### src/rtl/lockin_cic_decimator.sv
// -----------------------------------------------------------------------------
// lockin_cic_decimator
//
// Dual-channel (phase / quadrature) CIC decimator that sits behind the lock-in
// mixer. Each BUFFER_DEPTH-sample frame is filtered on its own: the integrators
// restart on the sample with address 0, and the first comb token of a frame
// ignores the comb delay registers. The result is divided by R^N, which gives
// unity DC gain and floor rounding.
//
// Ports
//   clk                in  system clock, rising edge
//   reset              in  synchronous, active-low reset
//   cic_phase_in       in  signed phase mixer product        [IN_WIDTH]
//   cic_quadrature_in  in  signed quadrature mixer product   [IN_WIDTH]
//   cic_addr_in        in  sample index within the frame     [log2(BUFFER_DEPTH)]
//   cic_valid_in       in  one-cycle strobe per input sample
//   phase_out          out signed decimated phase            [IN_WIDTH]
//   quadrature_out     out signed decimated quadrature       [IN_WIDTH]
//   out_valid          out one-cycle output strobe
//   out_index          out decimated index within the frame  [log2(BUFFER_DEPTH/R)]
//   frame_done         out high with out_valid on the last output of a frame
//   seq_error          out sticky flag for a broken address sequence
// -----------------------------------------------------------------------------
module lockin_cic_decimator #(
  parameter  int BUFFER_DEPTH = 512,
  parameter  int IN_WIDTH     = 42,
  parameter  int N_STAGES     = 3,
  parameter  int DECIM_LOG2   = 4,
  localparam int ADDR_W       = $clog2(BUFFER_DEPTH),
  localparam int N_OUT        = BUFFER_DEPTH >> DECIM_LOG2,
  localparam int IDX_W        = (N_OUT > 1) ? $clog2(N_OUT) : 1
) (
  input  logic                       clk,
  input  logic                       reset,
  input  logic signed [IN_WIDTH-1:0] cic_phase_in,
  input  logic signed [IN_WIDTH-1:0] cic_quadrature_in,
  input  logic        [ADDR_W-1:0]   cic_addr_in,
  input  logic                       cic_valid_in,
  output logic signed [IN_WIDTH-1:0] phase_out,
  output logic signed [IN_WIDTH-1:0] quadrature_out,
  output logic                       out_valid,
  output logic        [IDX_W-1:0]    out_index,
  output logic                       frame_done,
  output logic                       seq_error
);

  localparam int SHIFT = N_STAGES * DECIM_LOG2;
  localparam int ACC_W = IN_WIDTH + SHIFT;

  // ---------------------------------------------------------------------------
  // Frame / decimation control, shared by both channels
  // ---------------------------------------------------------------------------
  logic w_frame_start;
  logic w_launch;
  logic w_last;

  logic [DECIM_LOG2-1:0] r_dec_cnt;
  logic [IDX_W-1:0]      r_dec_idx;
  logic                  r_first_pend;
  logic [ADDR_W-1:0]     r_prev_addr;
  logic                  r_seq_err;

  // Token pipeline: entry s marks that comb stage s holds work this cycle.
  logic             r_tv [N_STAGES];
  logic             r_tf [N_STAGES];
  logic             r_tl [N_STAGES];
  logic [IDX_W-1:0] r_ti [N_STAGES];

  logic             r_out_valid;
  logic             r_frame_done;
  logic [IDX_W-1:0] r_out_index;

  assign w_frame_start = cic_valid_in && (cic_addr_in == '0);
  // The frame-start sample reloads the counter, so it never fires a decimation.
  assign w_launch      = cic_valid_in && !w_frame_start &&
                         (r_dec_cnt == {DECIM_LOG2{1'b1}});
  assign w_last        = (cic_addr_in == ADDR_W'(BUFFER_DEPTH - 1));

  always_ff @(posedge clk) begin
    if (!reset) begin
      r_dec_cnt    <= '0;
      r_dec_idx    <= '0;
      r_first_pend <= 1'b0;
      r_prev_addr  <= '0;
      r_seq_err    <= 1'b0;
      for (int s = 0; s < N_STAGES; s++) begin
        r_tv[s] <= 1'b0;
        r_tf[s] <= 1'b0;
        r_tl[s] <= 1'b0;
        r_ti[s] <= '0;
      end
      r_out_valid  <= 1'b0;
      r_frame_done <= 1'b0;
      r_out_index  <= '0;
    end else begin
      if (cic_valid_in) begin
        r_prev_addr <= cic_addr_in;
        if (w_frame_start) begin
          r_dec_cnt    <= DECIM_LOG2'(1);
          r_dec_idx    <= '0;
          r_first_pend <= 1'b1;
          r_seq_err    <= 1'b0;
        end else begin
          r_dec_cnt <= r_dec_cnt + 1'b1;
          if (cic_addr_in != ADDR_W'(r_prev_addr + 1'b1)) begin
            r_seq_err <= 1'b1;
          end
          if (w_launch) begin
            r_first_pend <= 1'b0;
            r_dec_idx    <= r_dec_idx + 1'b1;
          end
        end
      end

      r_tv[0] <= w_launch;
      if (w_launch) begin
        r_tf[0] <= r_first_pend;
        r_tl[0] <= w_last;
        r_ti[0] <= r_dec_idx;
      end
      for (int s = 1; s < N_STAGES; s++) begin
        r_tv[s] <= r_tv[s-1];
        r_tf[s] <= r_tf[s-1];
        r_tl[s] <= r_tl[s-1];
        r_ti[s] <= r_ti[s-1];
      end

      r_out_valid  <= r_tv[N_STAGES-1];
      r_frame_done <= r_tv[N_STAGES-1] && r_tl[N_STAGES-1];
      if (r_tv[N_STAGES-1]) begin
        r_out_index <= r_ti[N_STAGES-1];
      end
    end
  end

  // ---------------------------------------------------------------------------
  // Datapath: channel 0 = phase, channel 1 = quadrature
  // ---------------------------------------------------------------------------
  genvar gi;
  generate
    for (gi = 0; gi < 2; gi++) begin : g_ch
      logic signed [IN_WIDTH-1:0] w_in;
      logic signed [ACC_W-1:0]    w_x;
      logic signed [ACC_W-1:0]    r_int  [N_STAGES];
      logic signed [ACC_W-1:0]    r_z    [N_STAGES];
      logic signed [ACC_W-1:0]    r_y    [N_STAGES-1];
      logic signed [ACC_W-1:0]    w_cin  [N_STAGES];
      logic signed [ACC_W-1:0]    w_diff [N_STAGES];
      logic signed [IN_WIDTH-1:0] r_out;

      if (gi == 0) begin : g_sel_p
        assign w_in = cic_phase_in;
      end else begin : g_sel_q
        assign w_in = cic_quadrature_in;
      end

      assign w_x = {{SHIFT{w_in[IN_WIDTH-1]}}, w_in};

      // The last integrator's register is the comb input directly: the token
      // launched at edge k reads it at edge k+1, when it still holds the
      // value written at edge k.
      always_comb begin
        w_cin[0] = r_int[N_STAGES-1];
        for (int s = 1; s < N_STAGES; s++) begin
          w_cin[s] = r_y[s-1];
        end
        for (int s = 0; s < N_STAGES; s++) begin
          // The first token of a frame must not see the previous frame's delay.
          w_diff[s] = w_cin[s] - (r_tf[s] ? '0 : r_z[s]);
        end
      end

      always_ff @(posedge clk) begin
        if (!reset) begin
          for (int k = 0; k < N_STAGES; k++) begin
            r_int[k] <= '0;
            r_z[k]   <= '0;
          end
          for (int k = 0; k < N_STAGES - 1; k++) begin
            r_y[k] <= '0;
          end
          r_out <= '0;
        end else begin
          if (cic_valid_in) begin
            if (w_frame_start) begin
              r_int[0] <= w_x;
              for (int k = 1; k < N_STAGES; k++) begin
                r_int[k] <= '0;
              end
            end else begin
              r_int[0] <= r_int[0] + w_x;
              for (int k = 1; k < N_STAGES; k++) begin
                r_int[k] <= r_int[k] + r_int[k-1];
              end
            end
          end

          for (int s = 0; s < N_STAGES; s++) begin
            if (r_tv[s]) begin
              r_z[s] <= w_cin[s];
            end
          end
          for (int s = 0; s < N_STAGES - 1; s++) begin
            if (r_tv[s]) begin
              r_y[s] <= w_diff[s];
            end
          end
          // Division by R^N with floor rounding; the wrapped accumulator
          // difference is exact, so the top IN_WIDTH bits are the result.
          if (r_tv[N_STAGES-1]) begin
            r_out <= IN_WIDTH'(w_diff[N_STAGES-1] >>> SHIFT);
          end
        end
      end
    end
  endgenerate

  assign phase_out      = g_ch[0].r_out;
  assign quadrature_out = g_ch[1].r_out;
  assign out_valid      = r_out_valid;
  assign out_index      = r_out_index;
  assign frame_done     = r_frame_done;
  assign seq_error      = r_seq_err;

endmodule

### config.mk
export PLATFORM = sky130hd
export DESIGN_NAME = lockin_cic_decimator
export DESIGN_NICKNAME = d
export VERILOG_FILES = /design/src/rtl/lockin_cic_decimator.sv
export SDC_FILE = /design/constraint.sdc
export NUM_CORES = 2
export LEC_CHECK = 0
export ABC_AREA = 1
export CORE_UTILIZATION = 57
export CTS_CLUSTER_SIZE = 8
export DETAILED_ROUTE_END_ITERATION = 7
export PLACE_DENSITY_LB_ADDON = 0.08
export SKIP_LAST_GASP = 1
export SLEW_MARGIN = 20
export SYNTH_ARGS = -nofsm -noshare
export SYNTH_HDL_FRONTEND = slang
export SYNTH_SLANG_ARGS = --single-unit
### constraint.sdc
create_clock -name clk -period 9 [get_ports clk]
set_input_delay 1.35 -clock clk [delete_from_list [all_inputs] [get_ports clk]]
set_output_delay 1.35 -clock clk [all_outputs]
set_load 0.01 [all_outputs]
==> metrics.cfg <==
[drt]
via_count = 86400
wire_per_inst_microns = 19.6
viasPerCell = 5.81
first_iter_violations = 8793
routed_wl_microns = 292000
first_pass_iters = 8
drc = 2
ant_nets = 0

[cts]
ctsResizeCount = 0
cts_setup_buffers = 0
path_clk_slew_ps = 50
cts_buffers = 146
cts_tree = built
cts_hold_buf = 0
ctsRootBufferMaster = clkbuf_16
clk_latency_ps = 820
clock-sinks = 999
clock_path_buffers = 3
cts_htree_levels = 4

[timing]
rsz0062_at_grt = false
drv_slew = 0
tightestPinTransition_ps = 1240
setup_slack_ps = 4600
whs_ps = 449
finalCritPeriodShare = 0.488
fmax_mhz = 227
finalClockSkew_ps = 40.2
fin_crit_ps = 4400
final-setup-viol-count = 0
setup_tns_ps = 0
slew-limit-headroom = 0.174
final_hold_viol_count = 0

[logic_synthesis]
ys_types = 56
synth.top_cell.area_share = 0.315
synth_seq_cells = 999
synthMostInstantiatedCell = nand2_1
synth_area_sq_um = 84400
synthArstFlopShare = 0
synth_edf_count = 885
yosysSeqAreaShare = 0.342
synthTopCellsByCount = nand2_1 (4047), inv_1 (1782), nor2_1 (1714)
netlist_instances = 12700
avgSynthCellArea_sq_um = 6.66
ys_warn_count = 0
synth-main-ff-cell = edfxtp_1
yosysTopAreaCell = edfxtp_1
synth.area.top_cells = edfxtp_1 (31%), nand2_1 (18%), ha_1 (9.9%), inv_1 (7.9%), nor2_1 (7.6%)

[run_status]
violations = DRC
status = finished with violations

[placed_design]
dpl_cell_area_sq_um = 88300
place_hpwl_microns = 232000
gp_congestion = 1.04
pre_cts_ws_ps = 3990
numPortBuffers = 187

[flow_run]
maxCapViolCount = 0

[setup_path]
criticalPathCategory = primary input to flop
crit_path_start = reset
cp-start-kind = primary input
cp-end-kind = flop
cp_max_fo = 99
crit_path_cell_trace = buf_2 -> buf_4 -> nand2_1 -> inv_1 -> nor2_4 -> inv_4 -> buf_4 -> o21ai_0 -> a21oi_1
arrival_ps = 5020
crit_top_cell = buf_4
slowest_stage = buf_4
timing.rr.start = r_tf[0][1]
worstPathRequired_ps = 9630
worst-path-buf-inv = 5
max_stage_delay_ps = 960
critical_path.top_delay_family = buffers and inverters

[cells_and_area]
drive_gt1_frac = 0.0260
nFillCells = 13300
final_core_util = 0.633
design_area_sq_um = 92600
nets = 13700
syn2layout_area_growth_pct = 9.61

[die]
core-area_sq_um = 146000
io_pins = 188
die_x_microns = 387
start_util = 0.577
rows = 140
die_y_microns = 387
die_area_sq_um = 150000

[global_routing]
overflow = 0
first_global_vias = 83200
grt_max_degree = 164
grt_util_all_layers = 0.380
grt_pass1_wl_microns = 448000
antenna_found_initial = 7

[hold_path]
worstHoldStart = quadrature_out[8]
hp-class = flop to flop

[power]
powerDensity_nw_per_um2 = 165
power.leakage_nw = 45.0
ir_drop_mv = 0.222

## per-layer routing
layer	routed length (microns)	vias up	track usage
met5	94	-	0
met4	20600	14	0.241
met3	23100	960	0.0516
met2	138000	4251	0.651
met1	110000	39400	0.450
li1	-	41800	-
## through the flow
step                      power [mW]  cells
final                           15.3  14900
after global routing            15.9  14900
after detailed placement        9.85  14600
after global placement          9.78  14600
after CTS                       15.1  14900
after floorplan                 8.53  12700
## report_power, final
group	internal, mW	switching, mW	leakage, nW
clock network	3.07	2.24	2.04
registers	5.35	0.291	10.3
logic	1.29	3.02	32.7
total	9.71	5.55	45.0
## flip-flops by register name, summed over array words and instances (netlist names)
register	cells
seq_error	1
g_ch.r_z	324
g_ch.r_y	216
r_dec_idx	5
frame_done	1
out_index	5
r_prev_addr	9
phase_out	42
r_first_pend	1
quadrature_out	42
r_dec_cnt	4
r_tf	3
r_ti	15
g_ch.r_int	324
r_tl	3
r_tv	3
out_valid	1
## worst register-to-register path: cells and delay by family (launching register included)
kind | cells | cell delay (ps)
compound gates | 3 | 1080
simple gates | 6 | 880
fa+ha+maj | 1 | 450
flops | 1 | 460
buf+inv | 2 | 1220
## cell type report
type                            count  area [sq um]  share of cell area
Multi-Input combinational cell   9724         48200               0.521
Sequential cell                   999         28900               0.312
Tap cell                         1917          2400              0.0259
Timing Repair Buffer              209          2070              0.0224
Clock buffer                      219          3980              0.0430
Inverter                         1800          6770              0.0731
Clock inverter                     17           290             0.00314
Antenna cell                        1          2.50           0.0000270
## path summary, 6_finish.rpt
| check | slack [ps] | depth (start not counted) | end |
|---|---|---|---|
| max | 4600 | 9 | g_ch[0].r_y[0][60] |
| min | 450 | 2 | quadrature_out[8] |
| max reg2reg | 4680 | 12 | g_ch[0].r_y[0][94] |
| min reg2reg | 450 | 2 | quadrature_out[8] |
## cell families after synthesis
| kind of cell | synth area share |
|---|---|
| and+or+nand+nor | 0.317 |
| AOI/OAI and AO/OA | 0.146 |
| buffers and inverters | 0.0891 |
| DFF | 0.342 |
| adders and majority gates | 0.101 |
| xor gates and xnor gates | 0.00550 |
| other | 0.0000444 |
## cells in the final DEF, fill, tap and decap left out, types with 98 or more instances in the layout
master,synthesis,final
dfxtp_1,114,114
ha_1,665,665
nand2_1,4047,4041
nor3_1,98,98
nand3_1,558,558
clkdlybuf4s50_1,0,186
a21oi_1,1205,1205
o21ai_0,710,710
clkbuf_16,0,147
inv_1,1782,1781
nor2_1,1714,1713
edfxtp_1,885,885
No activity file was read; power rests on OpenSTA's default activity.
